===== src/rtl/serial_borrow_subtractor.sv =====
// serial_borrow_subtractor: bit-serial a-b-bin, LSB first, one bit per clock; SERIAL_SUB_SAT_EN clamps underflow to zero
module serial_borrow_subtractor #(
  parameter int WIDTH = 8
) (
  input  logic             clk,
  input  logic             rst,
  input  logic             in_valid,
  output logic             in_ready,
  input  logic [WIDTH-1:0] a,
  input  logic [WIDTH-1:0] b,
  input  logic             bin,
  output logic             out_valid,
  input  logic             out_ready,
  output logic [WIDTH-1:0] diff,
  output logic             bout
);
  localparam int CW = $clog2(WIDTH);
  typedef enum logic [1:0] {IDLE, RUN, DONE} state_t;
  state_t state, state_n;
  logic [WIDTH-1:0] a_q, b_q, d_q;
  logic br;
  logic [CW-1:0] cnt;
  logic last, d_bit;
  assign last  = cnt == CW'(WIDTH - 1);
  assign d_bit = a_q[0] ^ b_q[0] ^ br;
  // state register
  always_ff @(posedge clk or posedge rst)
    if (rst) state <= IDLE;
    else state <= state_n;
  // next state and handshake outputs, decoded from state only
  always_comb begin
    state_n   = state;
    in_ready  = 1'b0;
    out_valid = 1'b0;
    case (state)
      IDLE: begin
        in_ready = 1'b1;
        if (in_valid) state_n = RUN;
      end
      RUN: if (last) state_n = DONE;
      DONE: begin
        out_valid = 1'b1;
        if (out_ready) state_n = IDLE;
      end
      default: state_n = IDLE;
    endcase
  end
  // operand capture on accept, then one bit of the borrow recurrence per cycle; cnt parks at WIDTH-1
  always_ff @(posedge clk or posedge rst)
    if (rst) begin
      a_q <= '0;
      b_q <= '0;
      d_q <= '0;
      br  <= 1'b0;
      cnt <= '0;
    end else if (state == IDLE && in_valid) begin
      a_q <= a;
      b_q <= b;
      br  <= bin;
      cnt <= '0;
    end else if (state == RUN) begin
      a_q <= a_q >> 1;
      b_q <= b_q >> 1;
      d_q <= {d_bit, d_q[WIDTH-1:1]};
      br  <= (~a_q[0] & b_q[0]) | (~(a_q[0] ^ b_q[0]) & br);
      if (!last) cnt <= cnt + CW'(1);
    end
  assign bout = br;
`ifdef SERIAL_SUB_SAT_EN
  assign diff = (state == DONE && br) ? '0 : d_q;
`else
  assign diff = d_q;
`endif
endmodule

===== config.mk =====
export PLATFORM = sky130hd
export DESIGN_NAME = serial_borrow_subtractor
export DESIGN_NICKNAME = d
export VERILOG_FILES = /design/src/rtl/serial_borrow_subtractor.sv
export SDC_FILE = /design/constraint.sdc
export NUM_CORES = 1
export LEC_CHECK = 0
export ABC_AREA = 1
export CAP_MARGIN = 20
export CELL_PAD_IN_SITES_DETAIL_PLACEMENT = 1
export CELL_PAD_IN_SITES_GLOBAL_PLACEMENT = 1
export CORE_ASPECT_RATIO = 1.25
export CORE_MARGIN = 3
export CORE_UTILIZATION = 48
export DETAILED_ROUTE_END_ITERATION = 6
export DONT_BUFFER_PORTS = 1
export PLACE_DENSITY_LB_ADDON = 0.12
export SLEW_MARGIN = 0
export SYNTH_ARGS = -nofsm -noshare
export SYNTH_HDL_FRONTEND = slang
export SYNTH_SLANG_ARGS = --single-unit

===== constraint.sdc =====
create_clock -name clk -period 2 [get_ports clk]
set_input_delay 0.4 -clock clk [delete_from_list [all_inputs] [get_ports clk]]
set_output_delay 0.4 -clock clk [all_outputs]
set_load 0.02 [all_outputs]

==> results of run 1 <==
[cell families (layout without fill, tap and decap cells)]
family | after synthesis | in the layout | synth area share
AO/OA/AOI/OAI | 4 | 4 | 0.02302
adder cells (fa/ha/maj) | 3 | 3 | 0.03315
buffers and inverters | 18 | 20 | 0.06353
flip-flops | 30 | 30 | 0.5525
AND/OR/NAND/NOR | 102 | 102 | 0.3278
[metal layers]
metal  GRT usage  wire (um)  vias to the layer above
met3     0.07710        174                        5
met5           0          0                        -
met1      0.2261       1232                      509
met4     0.08626         53                        0
met2      0.3390       1535                       24
li1            -          -                      505
[registers in the layout, summed over array words and instances (netlist names)]
name   cells
a_q        8
b_q        8
bout       1
cnt        3
diff       8
state      2
[stage by stage]
step / utilization / cell area, um2 / total power, W
floorplan: - / 1359 / 0.001803
global placement: 0.5338 / 1363 / 0.001891
detailed placement: 0.5338 / 1363 / 0.001988
CTS: 0.5574 / 1423 / 0.002370
global route: 0.5574 / 1423 / 0.002555
finish: 0.5574 / 1423 / 0.002331
[power groups by stage]
stage	Sequential [W]	Clock [W]	Combinational (W)
finish	0.00116	0.000377	0.000798
global route	0.00120	0.000421	0.000939
CTS	0.00116	0.000389	0.000820
detailed placement	0.00117	0	0.000815
global placement	0.00116	0	0.000735
floorplan	0.00110	0	0.000706
[synthesized netlist by cell type]
cell type,count
nand2_1,62
ha_1,2
inv_2,2
o21ai_4,1
nand3_1,36
buf_2,3
nor2_1,1
nand2_4,1
dfrtp_1,30
o21ai_0,2
inv_1,9
nor2_4,1
buf_4,4
nand4_1,1
o21ai_1,1
fa_1,1
[final cells by class]
cell class	count	area (um2)	area share
timing repair buffer	1	7.507	0.005277
tap	33	41.29	0.02902
clock inverter	1	5.005	0.003518
multi-input combinational	109	521.8	0.3668
sequential	30	750.7	0.5277
clock buffer	7	55.05	0.03870
inverter	11	41.29	0.02902
[placed cells by master, fill, tap and decap left out]
| cell | count |
|---|---|
| clkbuf_1 | 1 |
| clkinv_2 | 1 |
| nand2_1 | 62 |
| clkbuf_4 | 5 |
| o21ai_1 | 1 |
| nor2_4 | 1 |
| nand4_1 | 1 |
| nand2_4 | 1 |
| o21ai_4 | 1 |
| nand3_1 | 36 |
| nor2_1 | 1 |
| fa_1 | 1 |
| o21ai_0 | 2 |
| inv_2 | 2 |
| buf_4 | 1 |
| inv_1 | 9 |
| dfrtp_1 | 30 |
| clkbuf_8 | 1 |
| ha_1 | 2 |
[worst paths after layout]
| kind | from | to | cells past startpoint |
|---|---|---|---|
| hold reg to reg | a_q[7]$_DFFE_PP0P_ | a_q[7]$_DFFE_PP0P_ | 2 |
| min in group clk | b[7] | b_q[7]$_DFFE_PP0P_ | 2 |
| max in group asynchronous | rst | bout$_DFFE_PP0P_ | 2 |
| setup / recovery | state[0]$_DFFE_PP0P_ | in_ready | 1 |
| hold / removal | rst | state[1]$_DFFE_PP0P_ | 2 |
| setup reg to reg | state[0]$_DFFE_PP0P_ | cnt[0]$_DFFE_PP0P_ | 4 |
==> report_table.html, run 1 <==
<table>
<tr><th>Metric</th><th>Value</th></tr>
<tr><th colspan="2">Synth</th></tr>
<tr><td>Count of different cell masters after synthesis</td><td>16</td></tr>
<tr><td>Nets in the synthesized netlist</td><td>181</td></tr>
<tr><td>Count of state elements after synthesis</td><td>30</td></tr>
<tr><td>Number of standard cells after synthesis</td><td>157</td></tr>
<tr><td>Synth Cell Area</td><td>0.001359 mm2</td></tr>
<tr><td>Share of Yosys cell area claimed by the top area cell type</td><td>0.5525</td></tr>
<tr><td>Post-synthesis cell type with the largest combined area</td><td>dfrtp_1</td></tr>
<tr><td>Biggest area contributors in the synthesized netlist</td><td>dfrtp_1 (55%), nand2_1 (17%), nand3_1 (13%), inv_1 (2.5%), buf_4 (2.2%)</td></tr>
<tr><td>Avg Inst Size Synth</td><td>8.655 um2</td></tr>
<tr><td>Sequential element share of the synthesized area</td><td>0.5525</td></tr>
<tr><td>Number of warnings reported in the yosys synthesis log</td><td>0</td></tr>
<tr><th colspan="2">Worst setup path</th></tr>
<tr><td>Ordered list of cells on the worst path</td><td>nor2_4</td></tr>
<tr><td>Crit path buffers/inverters</td><td>0</td></tr>
<tr><td>CP Data Arrival Time</td><td>1.33 ns</td></tr>
<tr><td>Critical Path Slowest Stage Cell</td><td>dfrtp_1</td></tr>
<tr><td>Launching element type of the critical path</td><td>register</td></tr>
<tr><td>Largest stage delay on the critical path</td><td>0.51 ns</td></tr>
<tr><td>R2R setup slack</td><td>0.47 ns</td></tr>
<tr><td>Data required time at the worst endpoint</td><td>1.60 ns</td></tr>
<tr><td>Crit path max-delay family</td><td>flip-flops</td></tr>
<tr><td>Type of the worst setup path</td><td>reg -&gt; out</td></tr>
<tr><td>Max Fanout on Critical Path</td><td>19</td></tr>
<tr><td>Crit path capture type</td><td>output port</td></tr>
<tr><th colspan="2">Die</th></tr>
<tr><td>Area of the core</td><td>0.002552 mm2</td></tr>
<tr><td>Horiz. Die Dim</td><td>53.59 um</td></tr>
<tr><td>Ports placed on the boundary</td><td>32</td></tr>
<tr><td>Std cell rows</td><td>20</td></tr>
<tr><td>Die Ht</td><td>65.49 um</td></tr>
<tr><td>Initial Util</td><td>0.5324</td></tr>
<tr><td>Die Footprint</td><td>0.003509 mm2</td></tr>
<tr><th colspan="2">Power and ir drop</th></tr>
<tr><td>Combinational group share of total power</td><td>0.343</td></tr>
<tr><td>Power Density</td><td>1638 mW/mm2</td></tr>
<tr><td>Switching component of the power</td><td>0.001035 W</td></tr>
<tr><td>Reported leakage power</td><td>0.7311 nW</td></tr>
<tr><td>Peak supply drop</td><td>0.9510 mV</td></tr>
<tr><td>Fraction of power spent switching nets</td><td>0.4442</td></tr>
<tr><td>Clock Power Share</td><td>0.162</td></tr>
<tr><td>Sequential Power Share</td><td>0.496</td></tr>
<tr><td>Internal cell power</td><td>0.001295 W</td></tr>
<tr><th colspan="2">Clock network</th></tr>
<tr><td>Cts hold-fix bufs</td><td>0</td></tr>
<tr><td># H-tree levels</td><td>2</td></tr>
<tr><td>Root buf cell</td><td>clkbuf_4</td></tr>
<tr><td>Total setup buffers inserted after CTS</td><td>0</td></tr>
<tr><td>Clock Path Buffers</td><td>2</td></tr>
<tr><td>Clock transition at the registers of the reported paths</td><td>0.10 ns</td></tr>
<tr><td>Gates resized, CTS repair</td><td>0</td></tr>
<tr><td>TritonCTS clock tree</td><td>yes</td></tr>
<tr><td>Insertion delay of the later-clocked pin in the worst-skew pair</td><td>0.33 ns</td></tr>
<tr><td>CTS sink cnt</td><td>30</td></tr>
<tr><td>Number of CTS-inserted buffers</td><td>5</td></tr>
<tr><th colspan="2">GRT</th></tr>
<tr><td>Initial antenna violation count</td><td>0</td></tr>
<tr><td>Combined global-route utilization of all metal layers</td><td>0.2036</td></tr>
<tr><td>Wire length of the first global-routing pass</td><td>5154 um</td></tr>
<tr><td>Largest net degree at the start of global routing</td><td>31</td></tr>
<tr><td>Vias in the first global route</td><td>1137</td></tr>
<tr><td>Overflow after GRT</td><td>0</td></tr>
<tr><th colspan="2">STA</th></tr>
<tr><td>Worst Hold Margin</td><td>0.02367 ns</td></tr>
<tr><td>Clock period minus worst slack</td><td>1.726 ns</td></tr>
<tr><td>Unrepaired setup endpoints after global routing</td><td>no</td></tr>
<tr><td>Transition at the pin with the smallest max-transition slack</td><td>0.5239 ns</td></tr>
<tr><td>Worst Skew</td><td>0.006714 ns</td></tr>
<tr><td>Number of slew-limit violations in the final report</td><td>0</td></tr>
<tr><td>Number of hold violations in the final report</td><td>0</td></tr>
<tr><td>Total Neg Setup Slack</td><td>0 ns</td></tr>
<tr><td>Final cycle utilization of the critical path</td><td>0.8632</td></tr>
<tr><td>Setup violators final</td><td>0</td></tr>
<tr><td>Final setup slack of the worst path</td><td>0.2736 ns</td></tr>
<tr><td>Worst slew margin relative to its limit</td><td>0.6499</td></tr>
<tr><td>Peak Freq</td><td>579.2 MHz</td></tr>
<tr><th colspan="2">Final layout</th></tr>
<tr><td>Final instance count without filler cells</td><td>192</td></tr>
<tr><td>Area growth from synthesis to final layout</td><td>4.696%</td></tr>
<tr><td>Diodes inserted</td><td>0</td></tr>
<tr><td>Count of fill cells added during filler insertion</td><td>317</td></tr>
<tr><td>Net count, final</td><td>182</td></tr>
<tr><td>Share of final-layout standard cells stronger than drive strength 1</td><td>0.08176</td></tr>
<tr><th colspan="2">Placement</th></tr>
<tr><td>Final HPWL DP</td><td>2173 um</td></tr>
<tr><td>Number of port buffers</td><td>0</td></tr>
<tr><td>Placement-stage worst setup slack</td><td>0.4707 ns</td></tr>
<tr><td>Placed instance count</td><td>184</td></tr>
<tr><td>Routability congestion estimate from global placement</td><td>0.6860</td></tr>
<tr><th colspan="2">Worst hold path</th></tr>
<tr><td>Hold Crit Class</td><td>in -&gt; async</td></tr>
<tr><th colspan="2">Status</th></tr>
<tr><td>Status</td><td>completed</td></tr>
<tr><th colspan="2">Routing</th></tr>
<tr><td>Routed wire length</td><td>2996 um</td></tr>
<tr><td>Post-detailed-route via-to-cell ratio</td><td>5.432</td></tr>
<tr><td>First-pass detailed-route iteration total</td><td>4</td></tr>
<tr><td>DRT iter0 DRCs</td><td>12</td></tr>
<tr><td>Wire length per cell</td><td>15.60 um</td></tr>
<tr><td>Vias post-DR</td><td>1043</td></tr>
<tr><td>Post-route ant nets</td><td>0</td></tr>
<tr><td>DR DRC count</td><td>0</td></tr>
<tr><th colspan="2">Run</th></tr>
<tr><td>Number of max-cap violations</td><td>0</td></tr>
</table>
Note: power is estimated with default switching activity, not from simulation.
==> run 2, diff against run 1 <==
--- a/config.mk
+++ b/config.mk
@@ -11,10 +11,12 @@
 export CELL_PAD_IN_SITES_GLOBAL_PLACEMENT = 1
 export CORE_ASPECT_RATIO = 1.25
 export CORE_MARGIN = 3
-export CORE_UTILIZATION = 48
+export CORE_UTILIZATION = 51
+export CTS_BUF_LIST = sky130_fd_sc_hd__clkbuf_4 sky130_fd_sc_hd__clkbuf_8
 export DETAILED_ROUTE_END_ITERATION = 6
 export DONT_BUFFER_PORTS = 1
 export PLACE_DENSITY_LB_ADDON = 0.12
+export REMOVE_ABC_BUFFERS = 1
 export SLEW_MARGIN = 0
 export SYNTH_ARGS = -nofsm -noshare
 export SYNTH_HDL_FRONTEND = slang
==> run 2 against run 1 <==
  * Sequential power about the same
  * Cell count unchanged
  * Flip-flop and latch count stayed put
  * Cell area is the same
  * Global-route usage decreased by 0.54 points
  * Register-to-register slack improved by 0.17 ns
  * Utilization up 1.7 points
  * Largest cell class unchanged
  * Largest power group unchanged
==> report_table.html, run 2 (synthesis results as in run 1) <==
<table>
<tr><th>Metric</th><th>Value</th></tr>
<tr><th colspan="2">Status</th></tr>
<tr><td>Status</td><td>completed</td></tr>
<tr><th colspan="2">GRT</th></tr>
<tr><td>Overflow after GRT</td><td>0 (unchanged)</td></tr>
<tr><td>Combined global-route utilization of all metal layers</td><td>0.1983 (-0.005380)</td></tr>
<tr><td>Vias in the first global route</td><td>1117 (-1.8%)</td></tr>
<tr><td>Initial antenna violation count</td><td>0 (unchanged)</td></tr>
<tr><td>Wire length of the first global-routing pass</td><td>4843 um (-6.0%)</td></tr>
<tr><td>Largest net degree at the start of global routing</td><td>31 (unchanged)</td></tr>
<tr><th colspan="2">Routing</th></tr>
<tr><td>Post-detailed-route via-to-cell ratio</td><td>5.375 (-1.1%)</td></tr>
<tr><td>Vias post-DR</td><td>1032 (-1.1%)</td></tr>
<tr><td>Post-route ant nets</td><td>0 (unchanged)</td></tr>
<tr><td>DRT iter0 DRCs</td><td>22 (+10)</td></tr>
<tr><td>First-pass detailed-route iteration total</td><td>4 (unchanged)</td></tr>
<tr><td>Routed wire length</td><td>2717 um (-9.3%)</td></tr>
<tr><td>DR DRC count</td><td>0 (unchanged)</td></tr>
<tr><td>Wire length per cell</td><td>14.15 um (-9.3%)</td></tr>
<tr><th colspan="2">Final layout</th></tr>
<tr><td>Fraction of the core area covered by cells at the end of the flow</td><td>0.5742 (+0.01689)</td></tr>
<tr><td>Area growth from synthesis to final layout</td><td>4.696% (unchanged)</td></tr>
<tr><td>Most common library cell in the layout ignoring fill and taps</td><td>nand2_1</td></tr>
<tr><td>Commonest cells after routing, fill and taps aside</td><td>nand2_1 (62), nand3_1 (36), dfrtp_1 (30), inv_1 (9), clkbuf_4 (7)</td></tr>
<tr><td>Net count, final</td><td>183 (+0.55%)</td></tr>
<tr><td>Diodes inserted</td><td>0 (unchanged)</td></tr>
<tr><td>Count of fill cells added during filler insertion</td><td>302 (-4.7%)</td></tr>
<tr><td>Share of final-layout standard cells stronger than drive strength 1</td><td>0.08805 (+0.006289)</td></tr>
<tr><th colspan="2">Worst setup path</th></tr>
<tr><td>Critical Path Slowest Stage Cell</td><td>dfrtp_1</td></tr>
<tr><td>Crit path capture type</td><td>output port</td></tr>
<tr><td>CP Data Arrival Time</td><td>1.25 ns (-0.08 ns)</td></tr>
<tr><td>Crit path max-delay family</td><td>flip-flops</td></tr>
<tr><td>Crit path buffers/inverters</td><td>0 (unchanged)</td></tr>
<tr><td>Ordered list of cells on the worst path</td><td>nor2_1</td></tr>
<tr><td>Launching element type of the critical path</td><td>register</td></tr>
<tr><td>Max Fanout on Critical Path</td><td>6 (-13)</td></tr>
<tr><td>Data required time at the worst endpoint</td><td>1.60 ns (about the same)</td></tr>
<tr><td>Type of the worst setup path</td><td>reg -&gt; out</td></tr>
<tr><td>Largest stage delay on the critical path</td><td>0.51 ns (about the same)</td></tr>
<tr><th colspan="2">Die</th></tr>
<tr><td>Area of the core</td><td>0.002477 mm2 (-2.9%)</td></tr>
<tr><td>Initial Util</td><td>0.5485 (+0.01613)</td></tr>
<tr><td>Die Ht</td><td>63.71 um (-2.7%)</td></tr>
<tr><td>Die Footprint</td><td>0.003323 mm2 (-5.3%)</td></tr>
<tr><td>Ports placed on the boundary</td><td>32 (unchanged)</td></tr>
<tr><td>Horiz. Die Dim</td><td>52.17 um (-2.7%)</td></tr>
<tr><td>Std cell rows</td><td>20 (unchanged)</td></tr>
<tr><th colspan="2">Power and ir drop</th></tr>
<tr><td>Power Density</td><td>1597 mW/mm2 (-2.5%)</td></tr>
<tr><td>Peak supply drop</td><td>0.9136 mV (-3.9%)</td></tr>
<tr><td>Reported leakage power</td><td>0.7331 nW (+0.27%)</td></tr>
<tr><th colspan="2">Clock network</th></tr>
<tr><td>Clock Path Buffers</td><td>2 (unchanged)</td></tr>
<tr><td>Gates resized, CTS repair</td><td>0 (unchanged)</td></tr>
<tr><td>Total setup buffers inserted after CTS</td><td>0 (unchanged)</td></tr>
<tr><td>CTS sink cnt</td><td>30 (unchanged)</td></tr>
<tr><td>TritonCTS clock tree</td><td>yes</td></tr>
<tr><td>Number of CTS-inserted buffers</td><td>5 (unchanged)</td></tr>
<tr><td>Clock transition at the registers of the reported paths</td><td>0.08 ns (-0.02 ns)</td></tr>
<tr><td>Cts hold-fix bufs</td><td>0 (unchanged)</td></tr>
<tr><td>Insertion delay of the later-clocked pin in the worst-skew pair</td><td>0.32 ns (about the same)</td></tr>
<tr><td>Root buf cell</td><td>clkbuf_4</td></tr>
<tr><td># H-tree levels</td><td>2 (unchanged)</td></tr>
<tr><th colspan="2">STA</th></tr>
<tr><td>Peak Freq</td><td>606.1 MHz (+4.6%)</td></tr>
<tr><td>Final cycle utilization of the critical path</td><td>0.8249 (-0.03829)</td></tr>
<tr><td>Number of hold violations in the final report</td><td>0 (unchanged)</td></tr>
<tr><td>Total Neg Setup Slack</td><td>0 ns (unchanged)</td></tr>
<tr><td>Setup violators final</td><td>0 (unchanged)</td></tr>
<tr><td>Worst Skew</td><td>0.004823 ns (-0.001891 ns)</td></tr>
<tr><td>Transition at the pin with the smallest max-transition slack</td><td>0.4506 ns (-0.07328 ns)</td></tr>
<tr><td>Worst slew margin relative to its limit</td><td>0.6985 (+0.04854)</td></tr>
<tr><td>Clock period minus worst slack</td><td>1.650 ns (-0.07657 ns)</td></tr>
<tr><td>Number of slew-limit violations in the final report</td><td>0 (unchanged)</td></tr>
<tr><td>Unrepaired setup endpoints after global routing</td><td>no</td></tr>
<tr><th colspan="2">Placement</th></tr>
<tr><td>Final HPWL DP</td><td>1886 um (-13%)</td></tr>
<tr><td>Number of port buffers</td><td>0 (unchanged)</td></tr>
<tr><td>Routability congestion estimate from global placement</td><td>0.7552 (+10%)</td></tr>
<tr><th colspan="2">Run</th></tr>
<tr><td>Number of max-cap violations</td><td>0 (unchanged)</td></tr>
<tr><th colspan="2">Worst hold path</th></tr>
<tr><td>Hold Crit Class</td><td>in -&gt; async</td></tr>
</table>
==> run 2: stage by stage <==
stage	total power, W	hold slack [ns]	instance area (um2)	cells	setup WS, ns
final	0.002272	0.03149	1423	192	0.3502
after detailed placement	0.001958	0.3958	1370	185	0.6386
after global placement	0.001896	0.3839	1370	185	0.6922
after global routing	0.002511	0.04366	1423	192	0.2637
after floorplan	0.001731	0.4422	1314	150	0.7192
after CTS	0.002322	0.03328	1423	192	0.3269
==> run 2: worst paths after layout <==
check | from | end | slack [ns] | cells past startpoint
worst max-delay path | state[0]$_DFFE_PP0P_ | out_valid | 0.35 | 1
worst min-delay path | rst | cnt[1]$_DFFE_PP0P_ | 0.03 | 2
worst max register to register | state[0]$_DFFE_PP0P_ | cnt[0]$_DFFE_PP0P_ | 0.64 | 4
worst min register to register | a_q[7]$_DFFE_PP0P_ | a_q[7]$_DFFE_PP0P_ | 0.48 | 2
max in group asynchronous | rst | diff[4]$_DFFE_PP0P_ | 1.69 | 2
min in group clk | b[7] | b_q[7]$_DFFE_PP0P_ | 0.21 | 2
==> run 2: final cells by class <==
type                       count  area, um2  area share
clock buffer                   7      52.55     0.03694
inverter                      11      41.29     0.02902
multi-input combinational    109      521.8      0.3668
sequential                    30      750.7      0.5277
tap                           33      41.29     0.02902
timing repair buffer           2      15.01     0.01055
==> run 2: layer usage <==
metal,GRT usage,vias up,routed length (um)
met5,0,-,0
met4,0.06709,0,48
met3,0.09220,7,187
met2,0.3318,26,1328
met1,0.2164,493,1153
li1,-,506,-
==> run 2: report_power, final <==
| part | switching (W) | total [W] | internal (W) |
|---|---|---|---|
| combinational | 0.000497 | 0.000773 | 0.000276 |
| sequential | 0.000287 | 0.00115 | 0.000862 |
| clock | 0.000191 | 0.000350 | 0.000159 |
